`config.mk`:
```
export PLATFORM = sky130hd
export DESIGN_NAME = spi_mem_ctrl
export DESIGN_NICKNAME = d
export VERILOG_FILES = /design/src/rtl/spi_mem_ctrl.sv
export SDC_FILE = /design/constraint.sdc
export NUM_CORES = 1
export LEC_CHECK = 0
export BUFFER_PORTS_ARGS = -buffer_cell sky130_fd_sc_hd__buf_2
export CORE_MARGIN = 4
export CORE_UTILIZATION = 35
export CTS_BUF_LIST = sky130_fd_sc_hd__clkbuf_4
export DETAILED_ROUTE_END_ITERATION = 8
export GPL_TIMING_DRIVEN = 1
export PLACE_DENSITY = 0.63
export SETUP_SLACK_MARGIN = 0.1
export SYNTH_ARGS = -nofsm -noshare
export SYNTH_HDL_FRONTEND = slang
export SYNTH_SLANG_ARGS = --single-unit
```
`constraint.sdc`:
```
create_clock -name clock -period 3.34 [get_ports clock]
set_input_delay 0.501 -clock clock [delete_from_list [all_inputs] [get_ports clock]]
set_output_delay 0.501 -clock clock [all_outputs]
set_load 0.01 [all_outputs]
```
`src/rtl/spi_mem_ctrl.sv`:
```
// QSPI transaction engine: turns single-byte read/write requests into complete
// flash (0xEB quad read) or PSRAM (0xEB read / 0x38 write) transactions on shared pins.
module spi_mem_ctrl #(
  parameter int unsigned ADDRESS_WIDTH  = 16,
  parameter int unsigned DATA_BUS_WIDTH = 8
) (
  input  logic                      clock,
  input  logic                      reset,
  input  logic                      req_valid,
  output logic                      req_ready,
  input  logic                      req_write,
  input  logic                      req_target,
  input  logic [ADDRESS_WIDTH-1:0]  req_address,
  input  logic [DATA_BUS_WIDTH-1:0] req_wdata,
  output logic                      resp_valid,
  output logic [DATA_BUS_WIDTH-1:0] resp_rdata,
  input  logic [3:0]                spi_data_in,
  output logic [3:0]                spi_data_out,
  output logic [3:0]                spi_data_oe,
  output logic                      spi_clk_out,
  output logic                      spi_flash_select,
  output logic                      spi_ram_a_select
);

  typedef enum logic [2:0] {StIdle, StCmd, StAddr, StMode, StDummy, StData, StDesel} state_e;

  state_e                    state_q, state_d;
  logic                      phase_q, phase_d;
  logic [2:0]                cnt_q, cnt_d;
  logic                      write_q, write_d;
  logic                      target_q, target_d;
  logic [23:0]               addr_q, addr_d;
  logic [DATA_BUS_WIDTH-1:0] wdata_q, wdata_d;
  logic [3:0]                hi_nib_q, hi_nib_d;
  logic [DATA_BUS_WIDTH-1:0] rdata_q, rdata_d;

  logic       ready_q, ready_d;
  logic       resp_valid_q, resp_valid_d;
  logic       sck_q, sck_d;
  logic [3:0] dout_q, dout_d;
  logic [3:0] oe_q, oe_d;
  logic       fsel_q, fsel_d;
  logic       rsel_q, rsel_d;

  logic        accept;
  logic [2:0]  len_m1;
  state_e      state_after;
  logic [23:0] addr_ext;
  logic [7:0]  opcode;
  logic        active;

  always_comb begin
    addr_ext = '0;
    addr_ext[ADDRESS_WIDTH-1:0] = req_address;
  end

  // Per-state SCK count (minus one) and successor state.
  always_comb begin
    len_m1      = 3'd0;
    state_after = StDesel;
    case (state_q)
      StCmd: begin
        len_m1      = 3'd7;
        state_after = StAddr;
      end
      StAddr: begin
        len_m1 = 3'd5;
        if (write_q) begin
          state_after = StData;
        end else if (target_q) begin
          state_after = StDummy;
        end else begin
          state_after = StMode;
        end
      end
      StMode: begin
        len_m1      = 3'd1;
        state_after = StDummy;
      end
      StDummy: begin
        len_m1      = target_q ? 3'd5 : 3'd3;
        state_after = StData;
      end
      StData: begin
        len_m1      = 3'd1;
        state_after = StDesel;
      end
      default: begin
        len_m1      = 3'd0;
        state_after = StDesel;
      end
    endcase
  end

  always_comb begin
    state_d  = state_q;
    phase_d  = phase_q;
    cnt_d    = cnt_q;
    write_d  = write_q;
    target_d = target_q;
    addr_d   = addr_q;
    wdata_d  = wdata_q;
    hi_nib_d = hi_nib_q;
    rdata_d  = rdata_q;
    accept   = req_valid && ready_q;

    case (state_q)
      StIdle, StDesel: begin
        state_d = StIdle;
        if (accept) begin
          write_d  = req_write;
          target_d = req_target;
          addr_d   = addr_ext;
          wdata_d  = req_wdata;
          phase_d  = 1'b0;
          cnt_d    = 3'd0;
          // Flash has no write command: complete immediately without touching the bus.
          state_d  = (req_write && !req_target) ? StDesel : StCmd;
        end
      end
      default: begin
        phase_d = ~phase_q;
        if (phase_q) begin
          // Read data is sampled on the edge that ends the SCK-high phase.
          if (state_q == StData && !write_q) begin
            if (cnt_q == 3'd0) begin
              hi_nib_d = spi_data_in;
            end else begin
              rdata_d = {hi_nib_q, spi_data_in};
            end
          end
          if (cnt_q == len_m1) begin
            cnt_d   = 3'd0;
            state_d = state_after;
          end else begin
            cnt_d = cnt_q + 3'd1;
          end
        end
      end
    endcase
  end

  // Pin values are decoded from next-state so every output comes straight from a flop.
  always_comb begin
    ready_d      = (state_d == StIdle) || (state_d == StDesel);
    resp_valid_d = (state_d == StDesel);
    active       = !ready_d;
    sck_d        = active && phase_d;
    fsel_d       = !(active && !target_d);
    rsel_d       = !(active && target_d);
    opcode       = write_d ? 8'h38 : 8'hEB;
    dout_d       = 4'h0;
    oe_d         = 4'h0;
    case (state_d)
      StCmd: begin
        dout_d = {3'b000, opcode[~cnt_d]};
        oe_d   = 4'b0001;
      end
      StAddr: begin
        oe_d = 4'hF;
        case (cnt_d)
          3'd0:    dout_d = addr_d[23:20];
          3'd1:    dout_d = addr_d[19:16];
          3'd2:    dout_d = addr_d[15:12];
          3'd3:    dout_d = addr_d[11:8];
          3'd4:    dout_d = addr_d[7:4];
          default: dout_d = addr_d[3:0];
        endcase
      end
      StMode: begin
        oe_d = 4'hF;
      end
      StData: begin
        if (write_d) begin
          oe_d   = 4'hF;
          dout_d = (cnt_d == 3'd0) ? wdata_d[7:4] : wdata_d[3:0];
        end
      end
      default: begin
        dout_d = 4'h0;
        oe_d   = 4'h0;
      end
    endcase
  end

  always_ff @(posedge clock or posedge reset) begin
    if (reset) begin
      state_q      <= StIdle;
      phase_q      <= 1'b0;
      cnt_q        <= 3'd0;
      write_q      <= 1'b0;
      target_q     <= 1'b0;
      addr_q       <= 24'h0;
      wdata_q      <= '0;
      hi_nib_q     <= 4'h0;
      rdata_q      <= '0;
      ready_q      <= 1'b1;
      resp_valid_q <= 1'b0;
      sck_q        <= 1'b0;
      dout_q       <= 4'h0;
      oe_q         <= 4'h0;
      fsel_q       <= 1'b1;
      rsel_q       <= 1'b1;
    end else begin
      state_q      <= state_d;
      phase_q      <= phase_d;
      cnt_q        <= cnt_d;
      write_q      <= write_d;
      target_q     <= target_d;
      addr_q       <= addr_d;
      wdata_q      <= wdata_d;
      hi_nib_q     <= hi_nib_d;
      rdata_q      <= rdata_d;
      ready_q      <= ready_d;
      resp_valid_q <= resp_valid_d;
      sck_q        <= sck_d;
      dout_q       <= dout_d;
      oe_q         <= oe_d;
      fsel_q       <= fsel_d;
      rsel_q       <= rsel_d;
    end
  end

  assign req_ready        = ready_q;
  assign resp_valid       = resp_valid_q;
  assign resp_rdata       = rdata_q;
  assign spi_clk_out      = sck_q;
  assign spi_data_out     = dout_q;
  assign spi_data_oe      = oe_q;
  assign spi_flash_select = fsel_q;
  assign spi_ram_a_select = rsel_q;

endmodule
```
==> results of run 1 <==
[final timing paths]
path	endpoint	slack [ns]	cells past startpoint
max in group asynchronous	addr_q[19]$_DFF_PP0_	2.09	4
min in group asynchronous	wdata_q[0]$_DFF_PP0_	0.56	3
worst min register to register	addr_q[6]$_DFF_PP0_	0.48	2
worst min-delay path	addr_q[8]$_DFF_PP0_	0.29	3
worst max-delay path	spi_data_out[2]$_DFF_PP0_	0.32	8
worst max register to register	spi_data_out[2]$_DFF_PP0_	0.32	8
[flip-flops by register name, summed over array words and instances, names as in the netlist]
name,cells
spi_flash_select,1
spi_data_oe,2
write_q,1
resp_rdata,8
wdata_q,8
addr_q,24
spi_ram_a_select,1
req_ready,1
hi_nib_q,4
resp_valid,1
cnt_q,3
spi_clk_out,1
phase_q,1
spi_data_out,4
target_q,1
state_q,3
[area by class of cell]
class,instances,share of cell area [%]
flip-flops and latches,64,43.57
multi-input cells,210,36.82
repair buffers,64,9.501
well taps,108,3.665
clock inverters,6,2.918
clock buffers,10,2.036
inverters,14,1.425
diodes,1,0.06787
[critical path: stages, from the launching register on]
cell and delay, ns:
dfrtp_1 0.63, nand2b_4 0.12, or4b_1 0.50, a32o_2 0.32
a311oi_1 0.45, or4_1 0.20, a21oi_1 0.04, a2111oi_0 0.48
o22ai_1 0.16
[stage by stage]
step / instances / instance area, µm²
detailed placement: 459 / 3488
global route: 477 / 3687
global placement: 459 / 3488
CTS: 476 / 3681
floorplan: 303 / 3095
finish: 477 / 3687
[power by group]
group	leakage [nW]	internal, mW	total [mW]	switching (mW)
Sequential	0.816	1.09	1.32	0.234
Clock	0.0980	0.385	0.670	0.285
Combinational	0.929	0.906	2.07	1.17
Total	1.84	2.38	4.07	1.69
[per-layer routing]
layer	part of all wire [%]	up-vias	global-route usage, %
li1	-	1182	-
met1	46	1145	20.68
met2	45	74	21.39
met3	5.5	17	3.208
met4	3.0	0	8.577
met5	0	-	0
[logic make-up (layout without fill, tap and decap cells)]
family | after synthesis | after routing
and+or+nand+nor | 125 | 125
other | 0 | 1
adders and majority gates | 2 | 2
AOI/OAI and AO/OA | 50 | 50
muxes | 28 | 28
xor gates and xnor gates | 5 | 5
DFF | 64 | 64
buffers and inverters | 29 | 94
[what timing repair did]
action                                 4_1_cts  5_1_grt
buffers inserted                             0        0
gates resized for setup                      0        2
endpoints found under the hold margin       12        0
setup endpoints to repair                    0        4
hold buffers                                 1        0
[cells in the final DEF, fill, tap and decap left out, types with 4 or more instances in the layout]
cell type / instances
nand2_1: 67
dfrtp_1: 60
buf_2: 53
mux2_2: 16
inv_1: 12
nor2_1: 12
mux2i_1: 12
clkbuf_4: 10
buf_4: 10
o21ai_0: 9
and2_1: 9
nand3_1: 6
nor2b_1: 5
nor3_1: 4
a21o_1: 4
or3_1: 4
o22ai_1: 4
==> impl_metrics.ini, run 1 <==
[synth]
syn_inst = 303
yosysMostFrequentCell = nand2_1
synthesis.area_um2 = 3095
synth_compound_area_share_pct = 12.25
synthArstFlopShare_pct = 100.0
yosys.area_share.simple_pct = 19.52
synthAdderAreaFrac_pct = 0.8084
ys_seq_area_share_pct = 51.86
synth_top_family_by_area = simple AND/OR/NAND/NOR gates
synth_top_area_share_pct = 49.31
yosys.area.top_type = dfrtp_1
synth.area.top_cells = dfrtp_1 49%, nand2_1 8.1%, mux2_2 5.8%
syn_nets = 338
synth_xor_area_share_pct = 1.415
ys_seq_elements = 64
synth_top_flop_cell = dfrtp_1
yosys-top-cells-count = 67 x nand2_1, 61 x dfrtp_1, 16 x mux2_2
synth_edf_count = 0
yosysUniqueCellTypes = 54
muxShareOfSynthArea_pct = 9.701
yosysWarnings = 0
avgSynthCellArea_um2 = 10.22

[pwr]
power_mw = 4.066
cellLeakagePower_nw = 1.843
ir_worst_vdd_uv = 477.9
power.density_nw_per_um2 = 1103

[clock_tree]
cts-htree-levels = 3
clock-root-buffer = clkbuf_4
cts_sinks = 64
cts_tree = built
numCtsBuffers = 9
cts_buffer_depth = 2
clk_pin_slew_ns = 0.11
clk_latency_ns = 0.42

[cells_and_area]
final-seq-area_um2 = 1607
multi_input_area_um2 = 1358
area_delta_synth_final_pct = 19.12
drive_gt1_share_pct = 29.35
post-route-util_pct = 42.49
finalNetCount = 398
final.fill_count = 868

[grt]
grt_max_degree = 32
grt_usage_pct = 14.88
antenna_found_initial = 1
grt_first_pass_wirelength_um = 11880
grt_pass1_vias = 2384
grt-ovfl-total = 0

[sta]
timing.hold.ws_ns = 0.2851
tightest_slew_ns = 0.8419
slew_headroom_pct = 43.36
fin_skew_ns = 0.01774
rsz0062_at_grt = false
slew_violations = 0
setup_viol = 0
hold_viol = 0
fin_ws_ns = 0.3190
fmax_ghz = 0.3310
finalCritPeriodShare_pct = 90.45
setup_tns_ns = 0
period_needed_ns = 3.021

[critical_path]
critPathLaunch = state_q[2]$_DFF_PP0_
critical_path.max_fanout = 12
criticalPathCategory = reg2reg
cp-end-kind = flip-flop
cp-start-kind = flip-flop
required_ns = 3.63
r2r_start = state_q[2]$_DFF_PP0_
crit_arrival_ns = 3.32

[detailed_routing]
drcViolationCount = 0
wl_per_cell_um = 14.61
routed_wl_um = 6970
ant_nets = 0
vias = 2418
viasPerCell = 5.069
initialDrtViolationCount = 246
first_pass_iters = 4

[floorplanning]
fp.dieH_um = 102.0
fp-row-count = 34
die_w_um = 102.0
core_um2 = 8678
initial_core_util_pct = 35.67
die-area_um2 = 10410
top_level_ports = 54

[run]
cap_viol_max_count = 0

[placement]
dpl_worst_slack_ns = 0.2874
io_buffers = 53
gp_congestion = 0.9627
dp_hpwl_um = 5245

[worst_hold_path]
hp-start = req_address[8]
min_path_type = in2reg

[outcome]
status = finished clean
No activity file was read; power rests on OpenSTA's default activity.
==> run 2, diff against run 1 <==
--- a/config.mk
+++ b/config.mk
@@ -11,6 +11,7 @@
 export CTS_BUF_LIST = sky130_fd_sc_hd__clkbuf_4
 export DETAILED_ROUTE_END_ITERATION = 8
 export GPL_TIMING_DRIVEN = 1
+export MAX_ROUTING_LAYER = met4
 export PLACE_DENSITY = 0.63
 export SETUP_SLACK_MARGIN = 0.1
 export SYNTH_ARGS = -nofsm -noshare
==> run 2 against run 1 <==
  * Register-to-register slack better by 0.02 ns
  * Clock skew shrank 0.0034 ns
  * Clock power fell by 33%
  * Final area decreased by 2.3%
  * Via count shrank 1.6%
  * Die area is the same
  * Worst setup slack improved by 0.019 ns
  * Cell count fell by 0.42%
  * Critical path depth unchanged
  * Critical path type unchanged
==> impl_metrics.ini, run 2 (synthesis gave the netlist of run 1 again) <==
[outcome]
status = finished clean

[grt]
grt_max_degree = 29
grt-ovfl-total = 0
grt_usage_pct = 15.18
grt_pass1_vias = 2418
grt_first_pass_wirelength_um = 11990
antenna_found_initial = 1

[clock_tree]
postCtsHoldBufs = 0
numCtsBuffers = 9
cts_buffer_depth = 2
clk_latency_ns = 0.41
cts-htree-levels = 3
cts_sinks = 64
clock-root-buffer = clkbuf_4
clk_pin_slew_ns = 0.12
cts_tree = built

[pwr]
cellLeakagePower_nw = 1.791
ir_worst_vdd_uv = 477.4
power.density_nw_per_um2 = 1063
power_mw = 3.830

[floorplanning]
top_level_ports = 54
die-area_um2 = 10410
fp-row-count = 34
fp.dieH_um = 102.0
die_w_um = 102.0
initial_core_util_pct = 35.67
core_um2 = 8678

[sta]
slew_violations = 0
setup_tns_ns = 0
timing.hold.ws_ns = 0.03725
period_needed_ns = 3.002
fmax_ghz = 0.3331
fin_ws_ns = 0.3376
fin_skew_ns = 0.01438
setup_viol = 0
finalCritPeriodShare_pct = 89.89
rsz0062_at_grt = false
hold_viol = 0
slew_headroom_pct = 45.77
tightest_slew_ns = 0.8060

[placement]
gp_congestion = 0.9280
dpl_worst_slack_ns = 0.3463
io_buffers = 53
dp_hpwl_um = 5296
placedCellCount = 458
place_area_um2 = 3481

[detailed_routing]
first_pass_iters = 5
wl_per_cell_um = 14.96
vias = 2379
drcViolationCount = 0
routed_wl_um = 7104
viasPerCell = 5.008
ant_nets = 0
initialDrtViolationCount = 245

[critical_path]
crit_chain = nand2b_4 -> or4b_1 -> a32o_2 -> a311oi_1 -> or4_1 -> a21oi_1 -> a2111oi_0 -> o22ai_1
crit_arrival_ns = 3.28
slowest_delay_ns = 0.53
critPathBufInv = 0
critical_path.max_fanout = 10
critPathLaunch = state_q[1]$_DFF_PP0_
worst_path_dominant_cell_family = compound AO/OA/AOI/OAI gates
required_ns = 3.62
cp-end-kind = flip-flop
cp-start-kind = flip-flop
crit_slowest_cell = dfrtp_1
criticalPathCategory = reg2reg
r2r_start = state_q[1]$_DFF_PP0_

[cells_and_area]
fin_cells = 475
area_delta_synth_final_pct = 16.41
drive_gt1_share_pct = 29.23
largest_reg_flops = 24
mostFrequentLayoutCells = 67 x nand2_1, 60 x dfrtp_1, 53 x buf_2, 16 x mux2_2
finalNetCount = 396
stdcell_area_um2 = 3603
regMostFlops = addr_q
post-route-util_pct = 41.52
layout_commonest_cell = nand2_1

[run]
cap_viol_max_count = 0

[worst_hold_path]
min_path_type = in2async
## run 2: report_power, final
group / switching [mW] / internal [mW]
registers: 0.236 / 1.09
logic: 1.17 / 0.884
clock network: 0.297 / 0.151
## run 2: worst paths after layout
| path | end | slack (ns) | cells past startpoint |
|---|---|---|---|
| setup reg to reg | spi_data_out[2]$_DFF_PP0_ | 0.34 | 8 |
| min in group clock | addr_q[3]$_DFF_PP0_ | 0.30 | 3 |
| max in group asynchronous | addr_q[17]$_DFF_PP0_ | 2.61 | 3 |
| hold / removal | write_q$_DFF_PP0_ | 0.04 | 2 |
| setup / recovery | spi_data_out[2]$_DFF_PP0_ | 0.34 | 8 |
| hold reg to reg | addr_q[6]$_DFF_PP0_ | 0.49 | 2 |
## run 2: what timing repair did
action | CTS | global route
setup buffers | 0 | 0
resized for setup | 0 | 2
setup endpoints to repair | 0 | 4
endpoints found under the hold margin | 0 | 0
## run 2: final cells by class
| cell class | instances | area (µm²) |
|---|---|---|
| Antenna cell | 1 | 2.502 |
| Clock buffer | 9 | 67.56 |
| Clock inverter | 7 | 48.80 |
| Fill cell | 880 | 5075 |
| Inverter | 14 | 52.55 |
| Multi-Input combinational cell | 210 | 1358 |
| Sequential cell | 64 | 1607 |
| Tap cell | 108 | 135.1 |
| Timing Repair Buffer | 62 | 332.8 |
## run 2: metal layers
layer	vias to the layer above	global-route usage, %	wire length, µm
li1	1175	-	-
met4	0	5.651	119
met5	-	-	0
met2	66	22.09	3195
met3	13	3.345	324
met1	1125	20.79	3464
==> run 3, diff against run 2 <==
--- a/config.mk
+++ b/config.mk
@@ -5,6 +5,7 @@
 export SDC_FILE = /design/constraint.sdc
 export NUM_CORES = 1
 export LEC_CHECK = 0
+export ABC_AREA = 1
 export BUFFER_PORTS_ARGS = -buffer_cell sky130_fd_sc_hd__buf_2
 export CORE_MARGIN = 4
 export CORE_UTILIZATION = 35
==> run 3 against run 2 <==
  * Sequential power hardly changed
  * Register-to-register slack better by 0.58 ns
  * Total power is 17% higher
  * Critical path type unchanged
  * Highest routed layer unchanged
  * Worst setup slack better by 0.58 ns
  * Largest power group unchanged
  * Critical endpoint is now spi_flash_select$_DFF_PP1_
  * Largest cell class unchanged
==> impl_metrics.ini, run 3 <==
[clock_tree]
clk_pin_slew_ns = 0.10
postCtsHoldBufs = 0
cts_buffer_depth = 2
clk_latency_ns = 0.40
cts-htree-levels = 3
cts-resized-gates = 0
cts_sinks = 64
numCtsBuffers = 9
post_cts_buffers = 0
cts_tree = built
clock-root-buffer = clkbuf_4

[grt]
grt_usage_pct = 14.55
grt_first_pass_wirelength_um = 12460
grt_max_degree = 54
grt-ovfl-total = 0
antenna_found_initial = 0
grt_pass1_vias = 2621

[sta]
setup_tns_ns = 0
timing.hold.ws_ns = 0.3194
tightest_slew_ns = 1.090
slew_violations = 0
finalCritPeriodShare_pct = 72.56
fin_skew_ns = 0.01712
slew_headroom_pct = 27.24
rsz0062_at_grt = false
fmax_ghz = 0.4126
hold_viol = 0
setup_viol = 0
period_needed_ns = 2.424

[floorplanning]
core_um2 = 9196
fp.dieH_um = 105.2
fp-row-count = 35
die_w_um = 105.2
initial_core_util_pct = 35.95
top_level_ports = 54
die-area_um2 = 11060

[critical_path]
criticalPathCategory = reg2reg
crit_arrival_ns = 2.75
crit_slowest_cell = dfrtp_1
worst_path_dominant_cell_family = simple AND/OR/NAND/NOR gates
slowest_delay_ns = 0.47
cp-end-kind = flip-flop
critical_path.max_fanout = 31
required_ns = 3.66
crit_chain = nor2_1 -> nand2_1 -> o21ai_4 -> nand2_2 -> inv_1 -> buf_4 -> nand2_1 -> nand2_2 -> nor2_2 -> nand2_2 -> nand2_1 -> or2_1
critPathBufInv = 2
cp-start-kind = flip-flop

[synth]
synth_edf_count = 0
muxShareOfSynthArea_pct = 1.363
synth.area.top_cells = dfrtp_1 46%, nand2_1 15%, nand3_1 5.3%
syn_inst = 392
synth_top_area_share_pct = 46.18
synthArstFlopShare_pct = 100.0
yosysWarnings = 0
yosys-top-cells-count = 128 x nand2_1, 61 x dfrtp_1, 43 x inv_1
yosys.area.top_type = dfrtp_1
synth_xor_area_share_pct = 0.2650
synth_top_family_by_area = simple AND/OR/NAND/NOR gates
yosysUniqueCellTypes = 37
synth_top_flop_cell = dfrtp_1
synthesis.area_um2 = 3306
yosys.area_share.simple_pct = 34.52
yosysMostFrequentCell = nand2_1
ys_seq_elements = 64
synthAdderAreaFrac_pct = 0.7570
ys_seq_area_share_pct = 48.56
avgSynthCellArea_um2 = 8.433
syn_nets = 427
synth_compound_area_share_pct = 5.980

[detailed_routing]
drcViolationCount = 0
ant_nets = 0
first_pass_iters = 5
initialDrtViolationCount = 73
viasPerCell = 4.655
routed_wl_um = 7253
vias = 2616
wl_per_cell_um = 12.91

[placement]
io_buffers = 53
placedCellCount = 546
dp_hpwl_um = 5409
gp_congestion = 0.8054
place_area_um2 = 3626

[cells_and_area]
fin_cells = 562
drive_gt1_share_pct = 25.50
num_antenna_cells = 0
area_delta_synth_final_pct = 14.35
layout_commonest_cell = nand2_1
mostFrequentLayoutCells = 128 x nand2_1, 61 x dfrtp_1, 53 x buf_2, 42 x inv_1, 35 x nand3_1
stdcell_area_um2 = 3780
largest_reg_flops = 24
regMostFlops = addr_q
finalNetCount = 481

[worst_hold_path]
min_path_type = in2reg

[run]
cap_viol_max_count = 0

[outcome]
status = finished clean

[pwr]
power.density_nw_per_um2 = 1181
power_mw = 4.464
ir_worst_vdd_uv = 540.3
cellLeakagePower_nw = 2.067
[run 3: cell count changes after synthesis, sizes merged, moves of 12 or more]
cell / before / now
nand2: 67 / 149
inv: 14 / 46
nand3: 6 / 38
nor2: 14 / 28
mux2: 16 / 4
mux2i: 12 / 0
[run 3: final timing paths]
kind | start | endpoint | slack, ns | depth (start not counted)
hold / removal | req_address[7] | addr_q[7]$_DFF_PP0_ | 0.32 | 3
setup reg to reg | state_q[1]$_DFF_PP0_ | spi_flash_select$_DFF_PP1_ | 0.92 | 12
hold reg to reg | addr_q[5]$_DFF_PP0_ | addr_q[5]$_DFF_PP0_ | 0.48 | 2
min in group asynchronous | reset | cnt_q[0]$_DFF_PP0_ | 0.36 | 2
setup / recovery | state_q[1]$_DFF_PP0_ | spi_flash_select$_DFF_PP1_ | 0.92 | 12
max in group asynchronous | reset | resp_rdata[0]$_DFFE_PP0P_ | 2.20 | 3
[run 3: final cells by class]
class | count | area, µm²
fillers | 977 | 5416
flip-flops and latches | 64 | 1605
multi-input cells | 268 | 1418
repair buffers | 56 | 287.8
inverters | 47 | 176.4
well taps | 111 | 138.9
clock inverters | 7 | 86.33
clock buffers | 9 | 67.56
[run 3: metrics by stage]
| stage | utilization, % | setup WS, ns |
|---|---|---|
| global placement | 39.43 | 1.064 |
| detailed placement | 39.43 | 0.9315 |
| floorplan | - | 1.246 |
| finish | 41.10 | 0.9164 |
| CTS | 41.10 | 0.9143 |
| global route | 41.10 | 0.6964 |
[run 3: metal layers]
layer	up-vias	part of all wire [%]	global-route usage [%]
met5	-	0	-
met4	0	1.3	4.873
met3	9	3.6	4.015
met2	55	51	23.72
met1	1204	44	17.40
li1	1348	-	-
[run 3: logic make-up after synthesis]
group | Yosys count
buf+inv | 60
mux | 4
compound gates | 32
simple gates | 229
fa+ha+maj | 2
xor+xnor | 1
flops | 64
[run 3: report_power, final]
part	switching, mW	internal, mW	total [mW]
Sequential	0.186	1.16	1.34
Clock	0.278	0.298	0.576
Combinational	1.69	0.851	2.54
Total	2.16	2.31	4.46
[run 3: worst reg2reg max path: cells and delay by family, from the launching register on]
| family | cells | cell delay, ns |
|---|---|---|
| AND/OR/NAND/NOR | 9 | 1.33 |
| flip-flops | 1 | 0.47 |
| buffers and inverters | 2 | 0.41 |
| AO/OA/AOI/OAI | 1 | 0.15 |
